===== config.mk =====
export PLATFORM = sky130hd
export DESIGN_NAME = ddr_ca_dly_line_ctrl_flat
export DESIGN_NICKNAME = d
export VERILOG_FILES = /design/src/rtl/ddr_ca_dly_line_ctrl_pkg.sv /design/src/rtl/ddr_ca_dly_line_ctrl_if.sv /design/src/rtl/ddr_ca_dly_line_ctrl_gap_timer.sv /design/src/rtl/ddr_ca_dly_line_ctrl.sv /design/src/flat_wrapper.sv
export SDC_FILE = /design/constraint.sdc
export NUM_CORES = 1
export LEC_CHECK = 0
export BUFFER_PORTS_ARGS = -buffer_cell sky130_fd_sc_hd__buf_4
export CORE_UTILIZATION = 37
export CTS_CLUSTER_SIZE = 24
export DETAILED_ROUTE_END_ITERATION = 12
export SLEW_MARGIN = 30
export SYNTH_ARGS = -nofsm -noshare
export SYNTH_HDL_FRONTEND = slang
export SYNTH_SLANG_ARGS = --single-unit

===== constraint.sdc =====
create_clock -name FAB_CLK -period 4.5 [get_ports FAB_CLK]
set_clock_uncertainty 0.05 [all_clocks]
set_input_delay 0.9 -clock FAB_CLK [delete_from_list [all_inputs] [get_ports FAB_CLK]]
set_output_delay 0.9 -clock FAB_CLK [all_outputs]
set_load 0.01 [all_outputs]

===== src/rtl/ddr_ca_dly_line_ctrl_pkg.sv =====
// Shared constants for the DDR3 CA delay-line controller: FSM state codes,
// the direction encoding, and the move counter width.
package ddr_ca_dly_pkg;

    localparam int MOVE_CNT_W = 16;

    localparam logic DIR_INC = 1'b1;
    localparam logic DIR_DEC = 1'b0;

    typedef logic [2:0] state_t;

    localparam state_t ST_RST_LOAD = 3'd0;
    localparam state_t ST_IDLE     = 3'd1;
    localparam state_t ST_LOAD     = 3'd2;
    localparam state_t ST_SETUP    = 3'd3;
    localparam state_t ST_MOVE     = 3'd4;
    localparam state_t ST_GAP      = 3'd5;
    localparam state_t ST_FIN      = 3'd6;

    // Which pulse the current GAP follows; selects the exit from GAP.
    typedef logic [1:0] gap_src_t;

    localparam gap_src_t SRC_RST  = 2'd0;
    localparam gap_src_t SRC_LOAD = 2'd1;
    localparam gap_src_t SRC_MOVE = 2'd2;

endpackage


===== src/rtl/ddr_ca_dly_line_ctrl_if.sv =====
// Request/completion handshake between CA training logic and the
// delay-line controller.
interface ddr_ca_dly_line_ctrl_if #(
    parameter int TAP_W = 8
);
    logic             REQ_VALID;
    logic             REQ_READY;
    logic             REQ_LOAD;
    logic [TAP_W-1:0] REQ_TAP;
    logic             DONE;
    logic             DONE_ERR;

    modport master (
        output REQ_VALID, REQ_LOAD, REQ_TAP,
        input  REQ_READY, DONE, DONE_ERR
    );

    modport slave (
        input  REQ_VALID, REQ_LOAD, REQ_TAP,
        output REQ_READY, DONE, DONE_ERR
    );
endinterface


===== src/rtl/ddr_ca_dly_line_ctrl_gap_timer.sv =====
// Loadable down-counter that paces delay-line pulses; tc is high on the
// last of MOVE_GAP idle cycles following a start.
module ddr_ca_dly_gap_timer #(
    parameter int MOVE_GAP = 4
) (
    input  logic clk,
    input  logic rst,
    input  logic start,
    output logic tc
);
    localparam int CW = $clog2(MOVE_GAP + 1);

    logic [CW-1:0] cnt_q, cnt_d;

    always_comb begin
        cnt_d = cnt_q;
        if (start)
            cnt_d = CW'(MOVE_GAP);
        else if (cnt_q != '0)
            cnt_d = cnt_q - 1'b1;
    end

    always_ff @(posedge clk) begin
        if (rst)
            cnt_q <= '0;
        else
            cnt_q <= cnt_d;
    end

    assign tc = (cnt_q == CW'(1));

endmodule


===== src/rtl/ddr_ca_dly_line_ctrl.sv =====
// Transmit delay-line controller for one DDR3 CA IOD lane: turns absolute
// tap requests into paced single-tap moves. Optional macro DDR_CA_DLY_MOVE_CNT_EN.
module ddr_ca_dly_line_ctrl
    import ddr_ca_dly_pkg::*;
#(
    parameter int TAP_W    = 8,
    parameter int INIT_TAP = 1,
    parameter int MAX_TAP  = 255,
    parameter int MOVE_GAP = 4
) (
    input  logic                  FAB_CLK,
    input  logic                  SYNC_RST,
    ddr_ca_dly_line_ctrl_if.slave req,
    output logic [TAP_W-1:0]      CUR_TAP,
    output logic                  ERR_OOR,
    input  logic                  ERR_CLR,
    output logic                  DELAY_LINE_LOAD,
    output logic                  DELAY_LINE_MOVE,
    output logic                  DELAY_LINE_DIRECTION,
    input  logic                  DELAY_LINE_OUT_OF_RANGE,
    output logic [MOVE_CNT_W-1:0] MOVE_CNT
);
    localparam logic [TAP_W-1:0] MAX_T  = TAP_W'(MAX_TAP);
    localparam logic [TAP_W-1:0] INIT_T = TAP_W'(INIT_TAP);

    state_t           state_q, state_d;
    gap_src_t         src_q, src_d;
    logic [TAP_W-1:0] cur_q, cur_d;
    logic [TAP_W-1:0] tgt_q, tgt_d;
    logic             dir_q, dir_d;
    logic             derr_q, derr_d;
    logic             err_q, err_d;
    logic [TAP_W-1:0] req_tgt;
    logic             gap_start, gap_tc;

    assign req_tgt = (req.REQ_TAP > MAX_T) ? MAX_T : req.REQ_TAP;

    assign gap_start = !SYNC_RST &&
                       (state_q == ST_RST_LOAD || state_q == ST_LOAD || state_q == ST_MOVE);

    ddr_ca_dly_gap_timer #(.MOVE_GAP(MOVE_GAP)) u_gap (
        .clk   (FAB_CLK),
        .rst   (SYNC_RST),
        .start (gap_start),
        .tc    (gap_tc)
    );

    always_comb begin
        state_d = state_q;
        src_d   = src_q;
        cur_d   = cur_q;
        tgt_d   = tgt_q;
        dir_d   = dir_q;
        derr_d  = derr_q;
        err_d   = err_q & ~ERR_CLR;
        case (state_q)
            ST_RST_LOAD: begin
                cur_d   = INIT_T;
                src_d   = SRC_RST;
                state_d = ST_GAP;
            end
            ST_IDLE: begin
                if (req.REQ_VALID) begin
                    tgt_d  = req_tgt;
                    derr_d = 1'b0;
                    dir_d  = DIR_DEC;
                    if (req.REQ_LOAD)
                        state_d = ST_LOAD;
                    else if (req_tgt == cur_q)
                        state_d = ST_FIN;
                    else begin
                        dir_d   = (req_tgt > cur_q) ? DIR_INC : DIR_DEC;
                        state_d = ST_SETUP;
                    end
                end
            end
            ST_LOAD: begin
                cur_d   = INIT_T;
                src_d   = SRC_LOAD;
                state_d = ST_GAP;
            end
            ST_SETUP: begin
                src_d   = SRC_MOVE;
                state_d = ST_MOVE;
            end
            ST_MOVE: begin
                cur_d   = (dir_q == DIR_INC) ? cur_q + 1'b1 : cur_q - 1'b1;
                state_d = ST_GAP;
            end
            ST_GAP: begin
                if (gap_tc) begin
                    case (src_q)
                        SRC_RST:  state_d = ST_IDLE;
                        SRC_LOAD: state_d = ST_FIN;
                        default: begin
                            // The IOD rejected the last step: undo it so CUR_TAP matches hardware.
                            if (DELAY_LINE_OUT_OF_RANGE) begin
                                err_d   = 1'b1;
                                derr_d  = 1'b1;
                                cur_d   = (dir_q == DIR_INC) ? cur_q - 1'b1 : cur_q + 1'b1;
                                state_d = ST_FIN;
                            end else if (cur_q == tgt_q)
                                state_d = ST_FIN;
                            else
                                state_d = ST_MOVE;
                        end
                    endcase
                end
            end
            ST_FIN:  state_d = ST_IDLE;
            default: state_d = ST_IDLE;
        endcase
    end

    always_ff @(posedge FAB_CLK) begin
        if (SYNC_RST) begin
            state_q <= ST_RST_LOAD;
            src_q   <= SRC_RST;
            cur_q   <= INIT_T;
            tgt_q   <= INIT_T;
            dir_q   <= DIR_DEC;
            derr_q  <= 1'b0;
            err_q   <= 1'b0;
        end else begin
            state_q <= state_d;
            src_q   <= src_d;
            cur_q   <= cur_d;
            tgt_q   <= tgt_d;
            dir_q   <= dir_d;
            derr_q  <= derr_d;
            err_q   <= err_d;
        end
    end

    // Outputs are gated by reset so the IOD sees nothing while SYNC_RST is high.
    assign req.REQ_READY        = !SYNC_RST && (state_q == ST_IDLE);
    assign req.DONE             = !SYNC_RST && (state_q == ST_FIN);
    assign req.DONE_ERR         = !SYNC_RST && (state_q == ST_FIN) && derr_q;
    assign DELAY_LINE_LOAD      = !SYNC_RST && (state_q == ST_RST_LOAD || state_q == ST_LOAD);
    assign DELAY_LINE_MOVE      = !SYNC_RST && (state_q == ST_MOVE);
    assign DELAY_LINE_DIRECTION = !SYNC_RST && dir_q &&
                                  (state_q == ST_SETUP || state_q == ST_MOVE || state_q == ST_FIN ||
                                   (state_q == ST_GAP && src_q == SRC_MOVE));
    assign CUR_TAP              = SYNC_RST ? INIT_T : cur_q;
    assign ERR_OOR              = !SYNC_RST && err_q;

`ifdef DDR_CA_DLY_MOVE_CNT_EN
    logic [MOVE_CNT_W-1:0] mcnt_q, mcnt_d;

    always_comb begin
        mcnt_d = mcnt_q;
        if (DELAY_LINE_MOVE && mcnt_q != '1)
            mcnt_d = mcnt_q + 1'b1;
    end

    always_ff @(posedge FAB_CLK) begin
        if (SYNC_RST)
            mcnt_q <= '0;
        else
            mcnt_q <= mcnt_d;
    end

    assign MOVE_CNT = mcnt_q;
`else
    assign MOVE_CNT = '0;
`endif

endmodule


===== src/flat_wrapper.sv =====
// flat-port wrapper written by rule: the top's interface ports become plain ports
module ddr_ca_dly_line_ctrl_flat import ddr_ca_dly_pkg::*;
#(
    parameter int TAP_W    = 8,
    parameter int INIT_TAP = 1,
    parameter int MAX_TAP  = 255,
    parameter int MOVE_GAP = 4
)
  (FAB_CLK, SYNC_RST, CUR_TAP, ERR_OOR, ERR_CLR, DELAY_LINE_LOAD, DELAY_LINE_MOVE, DELAY_LINE_DIRECTION, DELAY_LINE_OUT_OF_RANGE, MOVE_CNT, req_REQ_VALID, req_REQ_LOAD, req_REQ_TAP, req_REQ_READY, req_DONE, req_DONE_ERR);
  ddr_ca_dly_line_ctrl_if #(.TAP_W(TAP_W)) req_i ();
  input  logic FAB_CLK;
  input  logic SYNC_RST;
  output logic [TAP_W-1:0] CUR_TAP;
  output logic ERR_OOR;
  input  logic ERR_CLR;
  output logic DELAY_LINE_LOAD;
  output logic DELAY_LINE_MOVE;
  output logic DELAY_LINE_DIRECTION;
  input  logic DELAY_LINE_OUT_OF_RANGE;
  output logic [MOVE_CNT_W-1:0] MOVE_CNT;
  input wire logic [$bits(req_i.REQ_VALID)-1:0] req_REQ_VALID;
  input wire logic [$bits(req_i.REQ_LOAD)-1:0] req_REQ_LOAD;
  input wire logic [$bits(req_i.REQ_TAP)-1:0] req_REQ_TAP;
  output wire logic [$bits(req_i.REQ_READY)-1:0] req_REQ_READY;
  output wire logic [$bits(req_i.DONE)-1:0] req_DONE;
  output wire logic [$bits(req_i.DONE_ERR)-1:0] req_DONE_ERR;
  assign req_i.REQ_VALID = req_REQ_VALID;
  assign req_i.REQ_LOAD = req_REQ_LOAD;
  assign req_i.REQ_TAP = req_REQ_TAP;
  assign req_REQ_READY = req_i.REQ_READY;
  assign req_DONE = req_i.DONE;
  assign req_DONE_ERR = req_i.DONE_ERR;
  ddr_ca_dly_line_ctrl #(.TAP_W(TAP_W), .INIT_TAP(INIT_TAP), .MAX_TAP(MAX_TAP), .MOVE_GAP(MOVE_GAP)) u_core (.FAB_CLK(FAB_CLK), .SYNC_RST(SYNC_RST), .req(req_i), .CUR_TAP(CUR_TAP), .ERR_OOR(ERR_OOR), .ERR_CLR(ERR_CLR), .DELAY_LINE_LOAD(DELAY_LINE_LOAD), .DELAY_LINE_MOVE(DELAY_LINE_MOVE), .DELAY_LINE_DIRECTION(DELAY_LINE_DIRECTION), .DELAY_LINE_OUT_OF_RANGE(DELAY_LINE_OUT_OF_RANGE), .MOVE_CNT(MOVE_CNT));
endmodule

# Word-level counts from Yosys, hierarchy flattened
# Cells that the tools add are included.
# word_totals
output_inout_bits,31
regBits,27
input_bits,14
word_cells,93
# op_classes
n_mux,31
reduce_logical,31
n_addsub,3
magnitude_cmp,2
n_eq_ne,15
bitwise,2
# op_table
op,n
$mux W8,7
$pmux W8 S3,1
$mux W3,7
$eq A8 B8 Y1,2
$pmux W3 S4,1
$mux W1,11
$logic_and A1 B1 Y1,10
$eq A3 B3 Y1 const B,3
$reduce_bool A3 Y1,3
$add A8 B1 Y8 const B,1
$gt A8 B8 Y1,1
$gt A8 B8 Y1 const B,1
$sub A8 B1 Y8 const B,1
$eq A3 B1 Y1 const B,2
$eq A3 B2 Y1 const B,2
$ne A2 B2 Y1 const B,3
$pmux W2 S3,1
$pmux W3 S2,1
$reduce_or A2 Y1,3
$logic_or A1 B1 Y1,5
$reduce_and A5 Y1,1
$reduce_and A2 Y1,2
$reduce_and A4 Y1,1
$reduce_bool A2 Y1,2
12 further kinds,12

# Longest topological paths before layout
# Gate-level depths: netlist of the first run.
# depth
depth_word,7
mapped_depth,8
mapped_depth_nobuf,7

# Modules after synthesis
# From an unflattened synthesis of the first run, not the netlist that was laid out.
# unflattened
hier_cells,255
hier_area_um2,1963.1
# modules_own_cells
mod,seq_area_each_um2,cells_each,area_per_inst_um2,n_inst
ddr_ca_dly_line_ctrl,480.5,237,1783.0,1
ddr_ca_dly_gap_timer,60.1,18,180.2,1

# Least setup slack after synthesis of the first run
# Ideal clock, no wire load.
# synth_path
path_type,input -> output
start,input port SYNC_RST
end,output port req_DONE_ERR
required_ps,3550
slack_ps,1918
t_arrival_ps,1632
path_stages,3
n_path_buf,1
cell_sequence,clkbuf_1 nor3_1 and2_1
# synth_via
elab_chain_len,3
# synth_rtl
item,line,source
from (decl),flat_wrapper.sv:12,input logic SYNC_RST;
$logic_not A1 Y1,--,
$logic_and A1 B1 Y1,--,
net req_DONE,flat_wrapper.sv:25,output wire logic [$bits(req_i.DONE)-1:0] req_DONE;
$logic_and A1 B1 Y1,ddr_ca_dly_line_ctrl.sv:138,assign req.DONE_ERR = !SYNC_RST && (state_q == ST_FIN) && derr_q;
to (decl),flat_wrapper.sv:26,output wire logic [$bits(req_i.DONE_ERR)-1:0] req_DONE_ERR;
# The timed path passes the listed nets, and every way through them passes these cells.

# Worst setup path in the final report of the first run
# layout_path
start,register u_core.state_q[2]
end,output port req_DONE_ERR
# layout_via
elab_chain_len,3
# layout_rtl
item,line,source
from (decl),ddr_ca_dly_line_ctrl.sv:26,"state_t state_q, state_d;"
from (signal assigned),ddr_ca_dly_line_ctrl.sv:125,state_q <= state_d;
$eq A3 B3 Y1,ddr_ca_dly_line_ctrl.sv:138,
$logic_and A1 B1 Y1 (2 in a row),ddr_ca_dly_line_ctrl.sv:138,
# No other way between the ends.

==> reports/results.ini, run 1 <==
[synth]
synth_mux_area_share_pct = 0
synth_compound_area_share_pct = 18.9
synthAdderAreaFrac_pct = 8.43
synth_top_family_by_area = simple AND/OR/NAND/NOR gates
yosys_register_bits = 27
ys_types = 45
syn-instance-count = 255
synthXorXnorAreaFrac_pct = 6.35
avgSynthCellArea_um2 = 7.57
syn_area_um2 = 1930
ys_seq_area_share_pct = 28.0
yosys.area_share.simple_pct = 25.9
ys_warn_count = 0

[min_path]
whs_endpoint = u_core.tgt_q[6]
min_delay_path_depth = 2
worstHoldPathType = flop to flop
hp-start = u_core.tgt_q[6]

[die]
fp.dieW_um = 74.2
row_count = 25
coreArea_um2 = 4880
die_y_um = 74.2
die_area_um2 = 5510
initial_core_util_pct = 39.6
io_pins = 45

[worst_setup_path]
reg2reg_slack_ns = 2.40
cp_max_fo = 22
worstPathRequired_ns = 3.55
r2r-start = u_core.state_q[0]
path_class = flop to primary output
start_kind = flop
r2r_end = u_core.dir_q
crit_start = u_core.state_q[2]
critPathArrivalTime_ns = 1.72
critPathCaptureType = primary output
ff2ff_path_depth = 5

[timing]
drv_slew = 0
worst_slew_pin_slew_ns = 0.602
slew_headroom_pct = 59.8
period_share_pct = 59.3
fin_crit_ns = 2.67
setup_tns_ns = 0
grt_setup_unrepaired = false
hold_viol_final = 0
setup_viol = 0
clock.fmax_ghz = 0.375

[detailed_routing]
totalWireLength_um = 4310
wl_per_cell_um = 12.6
drc_errors = 0
drt_iter0_markers = 96
ant_nets = 0
first_pass_iters = 4
viasPerCell = 5.10
dr_total_vias = 1739

[clocking]
cts.clk_slew.worst_paths_ns = 0.09
cts_buffers = 3
htree_levels = 1
cts_tree = yes
cts_buffer_depth = 2
cts_resized = 0
cts_setup_buffers = 0
root_buffer = clkbuf_8
ctsHoldBuffers = 0
cts.sinks = 27
insertion_delay_ns = 0.28

[power_and_ir_drop]
finalPower_mw = 0.677
ir_worst_vdd_mv = 0.114
p_leak_nw = 0.873
cellPowerDensity_nw_per_um2 = 314

[placed_design]
port_buffers = 28
globalplace.congestion = 0.860
dpl.hpwl_um = 3290

[outcome]
status = complete, no violations

[grt]
grt.overflow.total = 0
grt_max_degree = 37
grt_pass1_wl_um = 7070
antenna_found_initial = 0
grt_pass1_vias = 1487
grt_usage_pct = 16.6

[finish]
synthToLayoutAreaGrowth_pct = 11.6
insertedDiodeCount = 0
nNetsFinal = 302
post_route_cells_drive_above_1_share_pct = 13.1

[job]
cap_violations = 0

-- sequential cells by signal, indices dropped and copies added (netlist names) --
| signal | cells |
|---|---|
| u_core.state_q | 3 |
| u_core.src_q | 2 |
| u_core.tgt_q | 8 |
| u_core.derr_q | 1 |
| u_core.err_q | 1 |
| u_core.dir_q | 1 |
| u_core.cur_q | 8 |
| u_core.u_gap.cnt_q | 3 |
-- through the flow --
step	util [%]	worst slack, ns	instance area, um^2	hold slack, ns	instances
after floorplan	-	1.92	1990	0.398	270
final	44.2	1.83	2150	0.424	341
after CTS	44.2	1.84	2150	0.427	341
after detailed placement	43.2	1.85	2110	0.414	337
after global placement	43.2	1.86	2110	0.409	337
after global routing	44.2	1.60	2150	0.449	341
-- power by group --
part           switching, mW  internal [mW]
logic                  0.127          0.101
clock network         0.0803         0.0637
registers             0.0431          0.261
-- worst max-delay path, cell delays in order (launching register included) --
cell and delay, ns:
dfxtp_1 0.72, nand2_1 0.21, nor3_1 0.23, and2_1 0.16, buf_4 0.11
-- per-layer routing --
metal	part of all wire [%]	global-route usage, %	vias to the layer above
met1	50	24.4	778
met5	0	0	-
met2	43	25.6	60
met3	5.8	2.44	5
li1	-	-	896
met4	0.93	3.77	0
-- cells in the mapped netlist (all sizes together) --
cell	number	share of area (%)
buf	19	7.3
o31ai	1	0.39
o2111a	1	0.58
a22oi	1	0.39
nor3	12	3.1
a21oi	26	6.7
o221ai	1	0.45
nand2	30	5.8
nand2b	6	1.9
ha	13	8.4
o21ai	8	2.1
a2111oi	1	0.45
nand4	4	1.3
o22ai	2	0.65
dfxtp	27	28
nor4	5	2.4
or4	2	0.97
nor2	19	3.7
a311oi	4	1.8
and2	3	1.0
a222oi	1	0.52
a31oi	4	1.3
or3b	1	0.45
nand3	5	1.3
nand3b	1	0.39
o211ai	4	1.6
a32oi	1	0.45
or2	3	0.97
xnor2	5	2.3
a21o	1	0.39
nand4b	1	0.45
xor2	9	4.1
nor2b	5	1.6
inv	15	2.9
and3b	1	0.45
clkbuf	10	1.9
conb	1	0.19
o221a	2	1.2
-- cells by family (layout without fill, tap and decap cells) --
family / Yosys count / after routing
compound gates: 58 / 58
buf+inv: 44 / 48
xor+xnor: 14 / 14
fa+ha+maj: 13 / 13
flops: 27 / 27
simple gates: 98 / 98
other cells: 1 / 16
-- how the worst max path moves through the flow --
stage / endpoint / slack, ns
2_1_floorplan: req_DONE_ERR / 1.92
3_3_place_gp: CUR_TAP[0] / 1.86
3_5_place_dp: CUR_TAP[0] / 1.85
4_1_cts: req_DONE_ERR / 1.84
5_1_grt: req_DONE_ERR / 1.60
6_report: req_DONE_ERR / 1.83
-- area by class of cell --
| type | instances | area, um^2 |
|---|---|---|
| Clock buffer | 4 | 45.0 |
| Fill cell | 531 | 2730 |
| Inverter | 15 | 56.3 |
| Multi-Input combinational cell | 199 | 1210 |
| Sequential cell | 27 | 541 |
| Tap cell | 67 | 83.8 |
| Timing Repair Buffer | 29 | 218 |
-- cell usage in the layout (no fill, tap or decap), types with 9 or more instances in the layout --
cell,synthesis,layout
nand2_1,30,30
a21oi_1,26,26
inv_1,15,15
buf_4,16,29
xor2_1,9,9
ha_1,13,13
nor3_1,12,12
conb_1,1,16
nor2_1,19,19
dfxtp_1,27,27
(Power assumes the default switching activity.)
==> run 2, diff against run 1 <==
Clock period 4.5 ns to 2.7 ns, I/O delays scaled along.
==> run 2 against run 1 <==
Wire length up 3.7%. Sequential share of layout area fell by 0.087 points. Critical path depth unchanged. Critical path type unchanged. Largest cell class unchanged. Core utilization rose by 0.15 points. Worst hold slack is essentially flat. Flip-flop and latch count did not move. Clock power increased by 67%. Sequential power rose by 67%. First-iteration DRC count is 25% lower.
==> reports/results.ini, run 2 (synthesis gave the netlist of run 1 again) <==
[outcome]
status = complete, no violations  ; unchanged

[worst_setup_path]
start_kind = flop  ; unchanged
cp_max_fo = 22  ; unchanged
critPathTopFamily = flip-flops  ; unchanged
critPathCaptureType = primary output  ; unchanged
cp.depth = 4  ; unchanged
path_class = flop to primary output  ; unchanged
path_cells = nand2_1 > nor3_1 > and2_1 > buf_4  ; unchanged
worst_path_max_delay_cell = dfxtp_1  ; unchanged
ff2ff_path_depth = 4  ; was 5
worstPathRequired_ns = 2.11  ; was 3.55 ns
critPathBufInv = 1  ; unchanged
critPathArrivalTime_ns = 1.75  ; was 1.72 ns
cpPeakStageDelay_ns = 0.73  ; was 0.72 ns

[placed_design]
dpl.hpwl_um = 3330  ; was 3290 um
globalplace.congestion = 0.829  ; was 0.860
port_buffers = 28  ; unchanged

[timing]
whs_ns = 0.424  ; about the same
worst_slew_pin_slew_ns = 0.627  ; was 0.602 ns
grt_setup_unrepaired = false  ; unchanged
slew_headroom_pct = 58.1  ; was 59.8%
period_share_pct = 86.7
fin_crit_ns = 2.34
clock.fmax_ghz = 0.427
setup_viol = 0  ; unchanged
setup_tns_ns = 0  ; unchanged
hold_viol_final = 0  ; unchanged
drv_slew = 0  ; unchanged

[detailed_routing]
wl_per_cell_um = 13.1  ; was 12.6 um
viasPerCell = 5.08  ; was 5.10
first_pass_iters = 4  ; unchanged
ant_nets = 0  ; unchanged
dr_total_vias = 1739  ; unchanged
drc_errors = 0  ; unchanged
drt_iter0_markers = 72  ; was 96
totalWireLength_um = 4470  ; was 4310 um

[clocking]
cts.clk_slew.worst_paths_ns = 0.10  ; was 0.09 ns
insertion_delay_ns = 0.28  ; about the same
cts_tree = yes  ; unchanged
cts_buffers = 3  ; unchanged
cts_buffer_depth = 2  ; unchanged
root_buffer = clkbuf_8  ; unchanged
cts_setup_buffers = 0  ; unchanged
cts_resized = 0  ; unchanged
ctsHoldBuffers = 0  ; unchanged
htree_levels = 1  ; unchanged
cts.sinks = 27  ; unchanged

[min_path]
min_delay_path_depth = 2  ; unchanged
worstHoldPathType = flop to flop  ; unchanged

[power_and_ir_drop]
p_leak_nw = 0.877  ; was 0.873 nW
ir_worst_vdd_mv = 0.218  ; was 0.114 mV
cellPowerDensity_nw_per_um2 = 526  ; was 314 nW/um^2

[finish]
reg_top3 = u_core.cur_q (8), u_core.tgt_q (8)  ; unchanged
nNetsFinal = 303  ; was 302
multiInputGateArea_um2 = 1210  ; unchanged
fill_cells = 543  ; was 531
insertedDiodeCount = 0  ; unchanged
synthToLayoutAreaGrowth_pct = 12.0  ; was 11.6%
regArea_um2 = 541  ; unchanged
layout_common_cells = nand2_1 (30), buf_4 (30), dfxtp_1 (27)  ; was nand2_1 (30), buf_4 (29), dfxtp_1 (27)
post_route_cells_drive_above_1_share_pct = 13.5  ; was 13.1%

[die]
die_area_um2 = 5510  ; unchanged
coreArea_um2 = 4880  ; unchanged
fp.dieW_um = 74.2  ; unchanged
die_y_um = 74.2  ; unchanged
initial_core_util_pct = 39.6  ; unchanged
io_pins = 45  ; unchanged
row_count = 25  ; unchanged

[grt]
grt_busiest_layer = met2  ; unchanged
antenna_found_initial = 0  ; unchanged
grt.overflow.total = 0  ; unchanged
grt_pass1_wl_um = 7290  ; was 7070 um
grt_max_degree = 37  ; unchanged
grt_pass1_vias = 1507  ; was 1487
use_met2_pct = 27.0  ; was 25.6%
grt_usage_pct = 17.2  ; was 16.6%
grtUsageMet3_pct = 2.44  ; unchanged
grt_util_met1_pct = 24.1  ; was 24.4%

[job]
cap_violations = 0  ; unchanged

-- run 2: final cells by class --
| type | count | share of cell area (%) |
|---|---|---|
| clock buffer | 4 | 2.08 |
| inverter | 15 | 2.60 |
| multi-input combinational | 199 | 56.0 |
| sequential | 27 | 25.0 |
| tap | 67 | 3.88 |
| timing repair buffer | 30 | 10.4 |
-- run 2: where the power goes --
group          internal [mW]  switching [mW]
logic                  0.172           0.216
registers              0.436          0.0726
clock network          0.106           0.134
-- run 2: final timing paths --
check / startpoint / endpoint / slack, ns
setup / recovery: u_core.state_q[2] / req_DONE_ERR / 0.36
hold / removal: u_core.tgt_q[1] / u_core.tgt_q[1] / 0.42
setup reg to reg: u_core.state_q[2] / u_core.cur_q[5] / 0.68
hold reg to reg: u_core.tgt_q[1] / u_core.tgt_q[1] / 0.42
-- run 2: through the flow --
step	cell area, um^2	total power [mW]	setup slack, ns	util [%]	instances
floorplan	1990	0.812	0.838	-	270
global placement	2120	0.903	0.677	43.4	338
detailed placement	2120	0.903	0.687	43.4	338
CTS	2160	1.15	0.364	44.3	342
global route	2160	1.22	0.161	44.3	342
finish	2160	1.14	0.359	44.3	342
-- run 2: layer usage --
| metal | share of wire (%) | routed length, um |
|---|---|---|
| met1 | 48 | 2160 |
| met2 | 45 | 2000 |
| met3 | 5.6 | 248 |
| met4 | 1.2 | 53 |
| met5 | 0 | 0 |
-- run 2: worst reg2reg max path, delay by kind of cell, from the launching register on --
kind / cells / cell delay, ns
AO/OA/AOI/OAI: 2 / 0.55
flip-flops: 1 / 0.73
AND/OR/NAND/NOR: 2 / 0.64
